===== src/rtl/lrsc_pkg.sv =====
`default_nettype none
// lrsc_pkg -- shared state, reservation type and timing defaults for the LR/SC tracker.  Rev 1.0
package lrsc_pkg;

  localparam int unsigned LRSC_CYCLES_DEF  = 100;
  localparam int unsigned BLOCK_CYCLES_DEF = 16;

  // Reservations are kept at doubleword granularity, zero-extended from a 64-bit paddr ceiling.
  localparam int unsigned RSV_ADDR_W = 61;

  typedef enum logic [0:0] {
    ST_IDLE     = 1'b0,
    ST_RESERVED = 1'b1
  } lrsc_state_e;

  typedef struct packed {
    logic                  valid;
    logic [RSV_ADDR_W-1:0] addr;
  } lrsc_rsv_t;

endpackage
`default_nettype wire


===== src/rtl/lrsc_reservation_tracker.sv =====
`default_nettype none
// lrsc_reservation_tracker -- per-core LR/SC reservation, SC validation and difftest event.  Rev 1.0
module lrsc_reservation_tracker
  import lrsc_pkg::*;
#(
  parameter int unsigned PADDR_W      = 36,
  parameter int unsigned LINE_OFF     = 6,
  parameter int unsigned LRSC_CYCLES  = LRSC_CYCLES_DEF,
  parameter int unsigned BLOCK_CYCLES = BLOCK_CYCLES_DEF
) (
  input  logic               io_clock,
  input  logic               io_reset_n,
  input  logic [7:0]         io_coreid,
  input  logic               io_lr_valid,
  input  logic [PADDR_W-1:0] io_lr_paddr,
  input  logic               io_sc_valid,
  input  logic [PADDR_W-1:0] io_sc_paddr,
  input  logic               io_probe_valid,
  input  logic [PADDR_W-1:0] io_probe_paddr,
  output logic               io_probe_ready,
  input  logic               io_flush,
  output logic               io_sc_resp_valid,
  output logic               io_sc_resp_success,
  output logic [7:0]         io_evt_coreid,
  output logic               io_evt_valid,
  output logic               io_evt_success
);

  localparam int unsigned CNT_W      = $clog2(LRSC_CYCLES + 1);
  localparam int unsigned LINE_SHIFT = LINE_OFF - 3;

  lrsc_state_e      state_q, state_d;
  lrsc_rsv_t        rsv_q, rsv_d;
  logic [CNT_W-1:0] cnt_q, cnt_d;
  logic             resp_valid_q, resp_success_q;
  logic [7:0]       coreid_q;

  logic [RSV_ADDR_W-1:0] w_lr_dw;
  logic [RSV_ADDR_W-1:0] w_sc_dw;
  logic [RSV_ADDR_W-1:0] w_probe_line;
  logic [RSV_ADDR_W-1:0] w_rsv_line;
  logic [CNT_W:0]        w_cnt_inc;
  logic                  w_sc_success;
  logic                  w_probe_kill;
  logic                  w_timeout;
  logic                  w_unused;

  assign w_lr_dw      = RSV_ADDR_W'(io_lr_paddr[PADDR_W-1:3]);
  assign w_sc_dw      = RSV_ADDR_W'(io_sc_paddr[PADDR_W-1:3]);
  assign w_probe_line = RSV_ADDR_W'(io_probe_paddr[PADDR_W-1:LINE_OFF]);
  assign w_rsv_line   = rsv_q.addr >> LINE_SHIFT;

  // Sub-doubleword and sub-line offset bits never take part in matching.
  assign w_unused = ^{io_lr_paddr[2:0], io_sc_paddr[2:0], io_probe_paddr[LINE_OFF-1:0]};

  // Probes stall for the first BLOCK_CYCLES after an LR so the LR/SC pair can make progress.
  assign io_probe_ready = !((state_q == ST_RESERVED) && (cnt_q < CNT_W'(BLOCK_CYCLES)));

  assign w_sc_success = io_sc_valid && rsv_q.valid && (rsv_q.addr == w_sc_dw);
  assign w_probe_kill = io_probe_valid && io_probe_ready && rsv_q.valid &&
                        (w_rsv_line == w_probe_line);
  assign w_cnt_inc    = {1'b0, cnt_q} + (CNT_W + 1)'(1);
  assign w_timeout    = (state_q == ST_RESERVED) && (w_cnt_inc == (CNT_W + 1)'(LRSC_CYCLES - 1));

  always_comb begin
    state_d = state_q;
    rsv_d   = rsv_q;
    cnt_d   = cnt_q;
    if (state_q == ST_RESERVED && cnt_q != CNT_W'(LRSC_CYCLES)) begin
      cnt_d = cnt_q + CNT_W'(1);
    end
    // Flush beats everything, including a same-cycle LR; any other LR wins over clears.
    if (io_flush) begin
      state_d    = ST_IDLE;
      rsv_d.valid = 1'b0;
      cnt_d      = '0;
    end else if (io_lr_valid) begin
      state_d    = ST_RESERVED;
      rsv_d.valid = 1'b1;
      rsv_d.addr = w_lr_dw;
      cnt_d      = '0;
    end else if (io_sc_valid || w_probe_kill || w_timeout) begin
      state_d    = ST_IDLE;
      rsv_d.valid = 1'b0;
      cnt_d      = '0;
    end
  end

  always_ff @(posedge io_clock or negedge io_reset_n) begin
    if (!io_reset_n) begin
      state_q        <= ST_IDLE;
      rsv_q          <= '0;
      cnt_q          <= '0;
      resp_valid_q   <= 1'b0;
      resp_success_q <= 1'b0;
      coreid_q       <= 8'h00;
    end else begin
      state_q        <= state_d;
      rsv_q          <= rsv_d;
      cnt_q          <= cnt_d;
      resp_valid_q   <= io_sc_valid;
      resp_success_q <= w_sc_success;
      coreid_q       <= io_coreid;
    end
  end

  assign io_sc_resp_valid   = resp_valid_q;
  assign io_sc_resp_success = resp_success_q;
  assign io_evt_valid       = resp_valid_q;
  assign io_evt_success     = resp_success_q;
  assign io_evt_coreid      = coreid_q;

endmodule
`default_nettype wire


===== config.mk =====
export PLATFORM = sky130hd
export DESIGN_NAME = lrsc_reservation_tracker
export DESIGN_NICKNAME = d
export VERILOG_FILES = /design/src/rtl/lrsc_pkg.sv /design/src/rtl/lrsc_reservation_tracker.sv
export SDC_FILE = /design/constraint.sdc
export NUM_CORES = 1
export LEC_CHECK = 0
export BUFFER_PORTS_ARGS = -buffer_cell sky130_fd_sc_hd__buf_2
export CORE_AREA = 10 10 101 103
export DETAILED_ROUTE_END_ITERATION = 10
export DIE_AREA = 0 0 111 113
export GPL_ROUTABILITY_DRIVEN = 0
export PLACE_DENSITY = 0.67
export REMOVE_ABC_BUFFERS = 1
export SETUP_SLACK_MARGIN = 0.2
export SLEW_MARGIN = 15
export SYNTH_ARGS = -nofsm -noshare
export SYNTH_HDL_FRONTEND = slang
export SYNTH_SLANG_ARGS = --single-unit

===== constraint.sdc =====
create_clock -name io_clock -period 5.55 [get_ports io_clock]
set_clock_uncertainty 0.05 [all_clocks]
set_input_delay 0.2775 -clock io_clock [delete_from_list [all_inputs] [get_ports io_clock]]
set_output_delay 0.2775 -clock io_clock [all_outputs]
set_load 0.02 [all_outputs]

### Word-level counts from Yosys, hierarchy flattened

Index checks and enable logic that the tools add are counted.

| word-level totals | value |
|---|---|
| bits in registers | 51 |
| latch bits | 0 |
| memory bits (writable) | 0 |
| memory bits (read-only) | 0 |
| input bits | 122 |
| output and inout bits | 13 |
| memories | 0 |

| cells by class | value |
|---|---|
| $add $sub $neg | 2 |
| multiply operators | 0 |
| divide/modulo/power cells | 0 |
| magnitude comparators | 1 |
| equality and inequality tests | 4 |
| shift-type cells | 0 |
| mux-type cells | 7 |
| bitwise gates (word level) | 1 |
| reduce and logical (&&, ||, !) cells | 14 |

Operators by type and width:

| cell | number |
|---|---|
| == test 33 bit | 1 |
| == test 30 bit | 1 |
| two-way mux 7 bit | 4 |
| adder 7 x 1 -> 8 bit (second input constant) | 1 |
| == test 8 x 7 -> 1 bit (second input constant) | 1 |
| logical AND 1 bit | 8 |
| adder 7 x 1 -> 7 bit (second input constant) | 1 |
| < comparator 7 x 5 -> 1 bit (second input constant) | 1 |
| inequality test 7 bit (second input constant) | 1 |
| nonzero test 4 bit | 1 |
| two-way mux 1 bit | 3 |
| nonzero test 3 bit | 1 |
| logical OR 1 bit | 2 |
| AND reduction 2 bit | 1 |
| logical NOT 1 bit | 1 |
| inverter 1 bit | 1 |

### Logic depth before layout (Yosys ltp)

Gate-level depths: netlist (run 1).

| depth | value |
|---|---|
| depth in word-level cells | 11 |
| gate-level depth with buffers | 7 |
| gate-level depth less buffers | 7 |

### Worst setup path before layout (run 1)

No wires, ideal clock.

| path | value |
|---|---|
| kind | reg-to-reg |
| from | register cnt_q[0] |
| to | register cnt_q[2] |
| setup time | 0.087 ns |
| arrival | 1.776 ns |
| required time | 5.413 ns |
| setup slack | 3.638 ns |
| cell stages (with the launch flop) | 8 |
| buffers on the path | 0 |
| path through | dfrtp_1 ha_1 nand2_1 a21oi_1 a211o_1 a32oi_4 o21ai_2 a211oi_2 |

| on the way | value |
|---|---|
| cells in the longest elaborated chain, start to end | 11 |

RTL lines:

| item | line | text |
|---|---|---|
| from (decl) | lrsc_reservation_tracker.sv:34 | `logic [CNT_W-1:0] cnt_q, cnt_d;` |
| from (signal assigned) | lrsc_reservation_tracker.sv:100 | `cnt_q <= cnt_d;` |
| < comparator 7 x 5 -> 1 bit | lrsc_reservation_tracker.sv:57 | `assign io_probe_ready = !((state_q == ST_RESERVED) && (cnt_q < CNT_W'(BLOCK_CYCLES)));` |
| logical AND 1 bit | lrsc_reservation_tracker.sv:57 |  |
| logical NOT 1 bit | lrsc_reservation_tracker.sv:57 |  |
| logical AND 1 bit (3 in a row) | lrsc_reservation_tracker.sv:60 | `assign w_probe_kill = io_probe_valid && io_probe_ready && rsv_q.valid &&` |
| logical OR 1 bit (2 in a row) | lrsc_reservation_tracker.sv:82 | `end else if (io_sc_valid \|\| w_probe_kill \|\| w_timeout) begin` |
| two-way mux 7 bit | lrsc_reservation_tracker.sv:82 |  |
| two-way mux 7 bit | lrsc_reservation_tracker.sv:77 | `end else if (io_lr_valid) begin` |
| two-way mux 7 bit | lrsc_reservation_tracker.sv:73 | `if (io_flush) begin` |

Several ways; a longest one is shown, not always the timed one. The select of a mux whose other input is x is not followed.
A chain may end at the register's enable or synchronous reset.

### Final worst setup path (run 1)

| path | value |
|---|---|
| from | register cnt_q[0] |
| to | register cnt_q[1] |

Same word-level chain as after synthesis.

==> impl_table.tex, run 1 <==
\begin{tabular}{lr}
\hline
Metric & Value \\
\hline
\multicolumn{2}{l}{\textbf{Drt}} \\
Met2 wire len & about 3.6 mm \\
DRT iter0 DRCs & 67 \\
Average wire length per cell after detail routing & about 17 microns \\
Total number of vias & between 2,000 and 2,500 \\
Aggregate routed wire length & 7.64 mm \\
Number of iterations in the first detailed-routing pass & 4 \\
Detailed-route vias per instance & about 4.8 \\
\# DRC & 0 \\
Total routed wire length on the met1 layer & 3.24 mm \\
Antenna violation net count after detailed routing & 0 \\
Highest metal layer with signal wires & met4 \\
Met3 routed wirelength & 746 microns \\
\multicolumn{2}{l}{\textbf{Status}} \\
Result of the run & finished, final reports clean \\
\multicolumn{2}{l}{\textbf{STA}} \\
Final-layout setup total negative slack & 0 ps \\
Minimum clock period after layout & 2170 ps \\
Period utilization & about two fifths \\
Worst Tran Pin Value & between 1000 and 1500 ps \\
Max\_slew headroom & between 30\% and 40\% \\
Final Hold Violating Endpoints & 0 \\
Unrepaired setup endpoints after global routing & no \\
Max frequency & 0.461 GHz \\
Max-slew violation count & 0 \\
Final-report setup violation count & 0 \\
PnR worst setup slack & 3380 ps \\
\multicolumn{2}{l}{\textbf{Cells and area}} \\
Commonest cells after routing, fill and taps aside & buf\_2, dfrtp\_1, xor2\_1, mux2\_2, xnor2\_1 \\
Net count, final & 482 \\
Post-route design area & around 3600 sq um \\
Commonest non-fill, non-tap cell in the layout & buf\_2 \\
Count of inserted antenna diode cells & 0 \\
Layout cells sized above 1 & between 40\% and 50\% \\
Filler instances & 780 \\
P\&R area growth vs syn & 29.3\% \\
\multicolumn{2}{l}{\textbf{Yosys}} \\
Fraction of the yosys area taken by sequential cells & 45.8\% \\
YS warnings & 0 \\
Mapped Area & approximately 2800 sq um \\
Adder and majority gate portion of the synthesized area & under 10\% \\
Post-Syn Instances & around 240 \\
Area fraction in and, or, nand and nor cells after synthesis & 13.1\% \\
Dominant combinational cell family by area after synthesis & XOR/XNOR gates \\
Average footprint of a synthesized cell & between 10 and 15 sq um \\
Multiplexer share of the synthesized area & a little over an eighth \\
Number of flip-flops and latches in the synthesized netlist & just over 50 \\
Number of different library cells in the post-synthesis netlist & 37 \\
Most frequently used flop master after synthesis & dfrtp\_1 \\
Async set-reset flop share out of synthesis & 100\% \\
Synth Area in Compound Gates & between 4 and 5\% \\
Number of enable-type register cells in the synthesized netlist & 0 \\
Fraction of synthesized cell area in xor and xnor cells & 20.1\% \\
\multicolumn{2}{l}{\textbf{Clock network}} \\
Sinks on the clock net & 51 \\
Number of buffers inserted during clock tree synthesis & 5 \\
Clock edge transition at the registers on the reported setup and hold paths & 100 ps \\
Buffers from clock root to sink, at most & 2 \\
Hold buffer count at CTS & 0 \\
Master cell of the clock root buffer & clkbuf\_8 \\
CTS-repair resized insts & 0 \\
CTS tree & yes \\
Worst-skew pair later-pin latency & 300 ps \\
\# H-tree levels & 2 \\
Post-CTS setup buffer count & 0 \\
\multicolumn{2}{l}{\textbf{GRT}} \\
Antenna violations before repair & 0 \\
Via count of the first global-routing pass & between 2,000 and 2,500 \\
Largest net degree at the start of global routing & between 50 and 60 \\
Global-route wire length before repair & 12.5 mm \\
All-layer global routing usage & between 10\% and 20\% \\
Global route total overflow & 0 \\
\multicolumn{2}{l}{\textbf{Flow run}} \\
Max Cap Violations & 0 \\
\multicolumn{2}{l}{\textbf{Pwr}} \\
PnR Total Power & a little under 900 uW \\
Power per cell area & between 200 and 250 nW/um\^{}2 \\
Leakage component of the power & 1.62 nW \\
Worst-case vdd ir drop & 0.000106 V \\
\multicolumn{2}{l}{\textbf{Critical path}} \\
Slowest cell delay on critical path & 470 ps \\
Worst Path Class, Setup & reg2reg \\
Maximum fanout count along the critical path & 10 \\
CP endpoint kind & flop \\
Slowest library cell on the worst path & dfrtp\_1 \\
Critical Path Start Type & flop \\
Critical path arrival & roughly 2300 ps \\
Critical path, cell by cell & ha\_1 > nand2\_1 > a21oi\_1 > a211o\_1 > a32oi\_4 > nand4b\_1 > a31oi\_1 \\
Data required time of the worst path & approximately 5700 ps \\
\multicolumn{2}{l}{\textbf{Die}} \\
Row count & 33 \\
Die outline height & between 100 and 150 microns \\
Floorplan Core Area & 8130 sq um \\
Die Wd & around 110 microns \\
Initial Util & between 30\% and 40\% \\
Die Outline Area & around 13,000 sq um \\
Count of pins on the block boundary & 135 \\
\multicolumn{2}{l}{\textbf{Placed design}} \\
Port bufs & 122 \\
Placed Area & $\sim$3500 sq um \\
DP Wirelength & 6.21 mm \\
Pre-CTS WS & around 3400 ps \\
\multicolumn{2}{l}{\textbf{Min path}} \\
Worst min-delay path category & in2async \\
\hline
\end{tabular}
## Yosys cell counts, types with 2 or more instances
| master | n | area (sq um) |
|---|---|---|
| buf_4 | 2 | 15.0 |
| o21ai_0 | 4 | 20.0 |
| nor3b_1 | 5 | 37.5 |
| nor2b_1 | 3 | 18.8 |
| nand3_1 | 5 | 25.0 |
| nand4_1 | 9 | 56.3 |
| nor4_1 | 10 | 62.6 |
| and2_1 | 3 | 18.8 |
| xnor2_1 | 31 | 272 |
| dfrtp_1 | 51 | 1280 |
| xor2_1 | 33 | 289 |
| clkbuf_1 | 5 | 18.8 |
| nand2b_1 | 4 | 25.0 |
| nand2_1 | 5 | 18.8 |
| inv_1 | 2 | 7.51 |
| mux2_2 | 33 | 372 |
| ha_1 | 3 | 37.5 |
| a31oi_1 | 2 | 12.5 |
| a21oi_1 | 7 | 35.0 |
## metrics by stage
step	cells	util, %	hold WS, ps
6_report	463	44.3	14.9
4_1_cts	463	44.3	7.53
3_3_place_gp	455	43.1	336
2_1_floorplan	227	-	-68.1
3_5_place_dp	455	43.1	337
5_1_grt	463	44.3	0.205
## power by group
group / total, mW / internal, mW / switching [mW]
registers: 0.454 / 0.411 / 0.0428
logic: 0.193 / 0.113 / 0.0793
clock network: 0.229 / 0.102 / 0.127
total: 0.876 / 0.626 / 0.249
## sequential cells by signal, indices dropped and copies added (netlist names)
name,cells
rsv_q,34
io_evt_coreid,8
cnt_q,7
io_evt_success,1
io_evt_valid,1
## cell families after synthesis
family / count (synthesis)
adders and majority gates: 3
muxes: 33
and+or+nand+nor: 56
buffers and inverters: 10
DFF: 51
AOI/OAI and AO/OA: 18
xor gates and xnor gates: 64
## worst max-delay path: cells and delay by family (launching register included)
kind,cells,cell delay [ps]
fa+ha+maj,1,280
compound gates,4,970
flops,1,470
simple gates,2,320
## per-layer routing
metal	GRT usage (%)	up-vias
li1	-	1066
met1	14.1	1043
met2	19.7	90
met3	5.71	4
met4	2.78	0
met5	0	-
## path summary, 6_finish.rpt
kind | endpoint | slack [ps] | cells past startpoint | from
max in group asynchronous | rsv_q[24] | 4960 | 2 | io_reset_n
min in group io_clock | io_evt_coreid[1] | 30 | 1 | io_coreid[1]
max reg2reg | cnt_q[1] | 3380 | 7 | cnt_q[0]
min | rsv_q[5] | 10 | 2 | io_reset_n
min reg2reg | rsv_q[1] | 490 | 1 | rsv_q[1]
max | cnt_q[1] | 3380 | 7 | cnt_q[0]
## cell type report
type                       instances  area, sq um  share of cell area, %
clock buffer                       6         82.6                   2.29
clock inverter                     2         16.3                  0.451
inverter                           2         7.51                  0.208
multi-input combinational        174         1480                   40.9
sequential                        51         1280                   35.4
tap                              105          131                   3.64
timing repair buffer             123          618                   17.1
(Power assumes the default switching activity.)
==> inputs of run 2 (changes only) <==
==> constraint.sdc (replaced) <==
create_clock -name io_clock -period 2 [get_ports io_clock]
set_clock_uncertainty 0.05 [all_clocks]
set_input_delay 0.1 -clock io_clock [delete_from_list [all_inputs] [get_ports io_clock]]
set_output_delay 0.1 -clock io_clock [all_outputs]
set_load 0.02 [all_outputs]
==> run 2 against run 1 <==
Net effect: sequential power grew to 2.8 times the previous value; cell count rose by 13%; fmax grew 16%; utilization rose by 7.5 points; critical path type unchanged; total power grew to 2.9 times the previous value; register-to-register slack got worse by 3300 ps; routed wire length increased by 12%; first-iteration DRC count is 45% lower; count of clock-buffer cells in the layout did not move; largest cell class unchanged; die area unchanged.
==> impl_table.tex, run 2 (synthesis results as in run 1) <==
\begin{tabular}{lr}
\hline
Metric & Value \\
\hline
\multicolumn{2}{l}{\textbf{Status}} \\
Result of the run & finished, final reports clean \\
\multicolumn{2}{l}{\textbf{Pwr}} \\
Leakage component of the power & $\sim$1.9 nW \\
Part of the total power dissipated in the clock network & between 20\% and 30\% \\
Total internal power & $\sim$1.8 mW \\
Sequential share of power & around half \\
Switching portion of total power & between 20\% and 30\% \\
Part of the total power dissipated in combinational logic & about 26\% \\
Worst-case vdd ir drop & around 0.00034 V \\
Power per cell area & 597 nW/um\^{}2 \\
Net Sw Power & 732 uW \\
PnR Total Power & 2.52 mW \\
\multicolumn{2}{l}{\textbf{STA}} \\
Max frequency & between 0.5 and 0.6 GHz \\
Minimum clock period after layout & 1880 ps \\
Unrepaired setup endpoints after global routing & yes \\
Max\_slew headroom & approximately three fifths \\
Final-report setup violation count & 0 \\
Period utilization & 94.0\% \\
Worst Tran Pin Value & around 580 ps \\
Max-slew violation count & 0 \\
Final-layout setup total negative slack & 0 ps \\
Final Hold Violating Endpoints & 0 \\
Min Hold Slack & between 50 and 60 ps \\
PnR worst setup slack & approximately 120 ps \\
\multicolumn{2}{l}{\textbf{Cells and area}} \\
Layout cells sized above 1 & between 40\% and 50\% \\
Finished Layout Cells & between 500 and 600 \\
Count of inserted antenna diode cells & 0 \\
Flip-flop count of the largest register, all copies and words added & 34 \\
Share of the core filled with cells & around half \\
Filler instances & around 730 \\
Post-route design area & 4220 sq um \\
Net count, final & 541 \\
Commonest cells after routing, fill and taps aside & buf\_2, dfrtp\_1, dlygate4sd3\_1 \\
Largest reg by FF count & rsv\_q \\
P\&R area growth vs syn & 51.1\% \\
Commonest non-fill, non-tap cell in the layout & buf\_2 \\
\multicolumn{2}{l}{\textbf{Placed design}} \\
Inst Count DP & between 400 and 500 \\
Port bufs & approximately 120 \\
DP Wirelength & 6.57 mm \\
Pre-CTS WS & between 30 and 40 ps \\
Placed Area & roughly 3600 sq um \\
\multicolumn{2}{l}{\textbf{Die}} \\
Count of pins on the block boundary & approximately 140 \\
Initial Util & 34.3\% \\
Die outline height & around 110 microns \\
Row count & 33 \\
Floorplan Core Area & 8130 sq um \\
Die Wd & between 100 and 150 microns \\
Die Outline Area & 12,500 sq um \\
\multicolumn{2}{l}{\textbf{Critical path}} \\
Cell type group with the largest total delay on the critical path & simple AND/OR/NAND/NOR gates \\
Critical Path Start Type & flop \\
Worst path buffer plus inverter count & 1 \\
Setup slack on the worst flop-to-flop path & 120 ps \\
Worst r2r src & cnt\_q[4] \\
Slowest library cell on the worst path & or4b\_4 \\
Critical path, cell by cell & or4b\_4 > nand4\_4 > nor4\_4 > a32oi\_4 > buf\_4 > nand4b\_1 > a31oi\_1 \\
Maximum fanout count along the critical path & 5 \\
Slowest cell delay on critical path & 550 ps \\
Count of cells along the worst register-to-register path & 7 \\
CP endpoint kind & flop \\
Data required time of the worst path & $\sim$2200 ps \\
Worst r2r dst & cnt\_q[1] \\
Worst Path Class, Setup & reg2reg \\
Critical path arrival & between 2000 and 2500 ps \\
\multicolumn{2}{l}{\textbf{Drt}} \\
Detailed-route vias per instance & roughly 4.6 \\
Number of iterations in the first detailed-routing pass & 4 \\
Antenna violation net count after detailed routing & 0 \\
\# DRC & 0 \\
Average wire length per cell after detail routing & around 16 microns \\
Total number of vias & roughly 2,400 \\
DRT iter0 DRCs & 37 \\
Aggregate routed wire length & 8.53 mm \\
\multicolumn{2}{l}{\textbf{Min path}} \\
Worst min-delay path category & in2reg \\
Worst hold path endpoint & io\_evt\_success \\
Number of cells on the worst hold path & 4 \\
Start point of the worst min-delay path & io\_sc\_paddr[10] \\
\multicolumn{2}{l}{\textbf{Clock network}} \\
CTS tree & yes \\
\# H-tree levels & 2 \\
Worst-skew pair later-pin latency & $\sim$300 ps \\
Master cell of the clock root buffer & clkbuf\_8 \\
Buffers from clock root to sink, at most & 2 \\
Clock edge transition at the registers on the reported setup and hold paths & approximately 100 ps \\
Sinks on the clock net & about 50 \\
Number of buffers inserted during clock tree synthesis & 5 \\
\multicolumn{2}{l}{\textbf{GRT}} \\
All-layer global routing usage & between 10\% and 20\% \\
Antenna violations before repair & 0 \\
Global-route wire length before repair & around 14 mm \\
Via count of the first global-routing pass & between 2,000 and 3,000 \\
Global route total overflow & 0 \\
Largest net degree at the start of global routing & 31 \\
\multicolumn{2}{l}{\textbf{Flow run}} \\
Max Cap Violations & 0 \\
\hline
\end{tabular}
## run 2: cell count changes in the layout (fill, tap and decap cells not counted), moves of 2 or more
cell	before	now
buf_4	1	15
dlygate4sd3_1	0	43
o21ai_0	4	2
xnor2_1	31	29
xnor2_2	0	2
## run 2: worst max-delay path by stage
| stage | to | start | cells after the start | slack [ps] |
|---|---|---|---|---|
| after floorplan | rsv_q[0] | io_flush | 2 | -210 |
| after global placement | cnt_q[2] | cnt_q[0] | 7 | 90 |
| after detailed placement | cnt_q[4] | cnt_q[0] | 7 | 30 |
| after CTS | cnt_q[3] | rsv_q[17] | 8 | 110 |
| after global routing | cnt_q[3] | rsv_q[17] | 8 | -30 |
| final | cnt_q[1] | cnt_q[4] | 7 | 120 |
## run 2: area by class of cell
| type | count | area, sq um | share of cell area [%] |
|---|---|---|---|
| multi-input combinational | 174 | 1530 | 36.2 |
| sequential | 51 | 1280 | 30.3 |
| tap | 105 | 131 | 3.12 |
| clock buffer | 6 | 72.6 | 1.72 |
| clock inverter | 2 | 16.3 | 0.386 |
| inverter | 2 | 7.51 | 0.178 |
| timing repair buffer | 182 | 1180 | 28.1 |
## run 2: power groups by stage
stage	clock network (mW)	registers, mW	logic, mW
after floorplan	0	1.27	0.322
after global placement	0	1.27	0.549
after detailed placement	0	1.28	0.564
after CTS	0.642	1.26	0.653
after global routing	0.693	1.27	0.720
final	0.612	1.26	0.650
## run 2: layer usage
metal	part of all wire, %	global-route usage (%)	vias to the layer above
met3	8.8	5.60	5
met5	0	0	-
met2	50	23.5	82
li1	-	-	1191
met1	41	15.3	1148
met4	0.72	2.34	0
## run 2: what timing repair did
action                     CTS  global route
gates resized for setup      9             3
hold endpoints to repair    63             0
setup endpoints to repair    8             8
hold buffers                43             0
pin swaps                   11             2
buffers inserted             3             3
## run 2: worst reg2reg max path, cell delays in order (launching register included)
cell	delay, ps
dfrtp_2	460
or4b_4	550
nand4_4	90
nor4_4	50
a32oi_4	190
buf_4	170
nand4b_1	90
a31oi_1	160
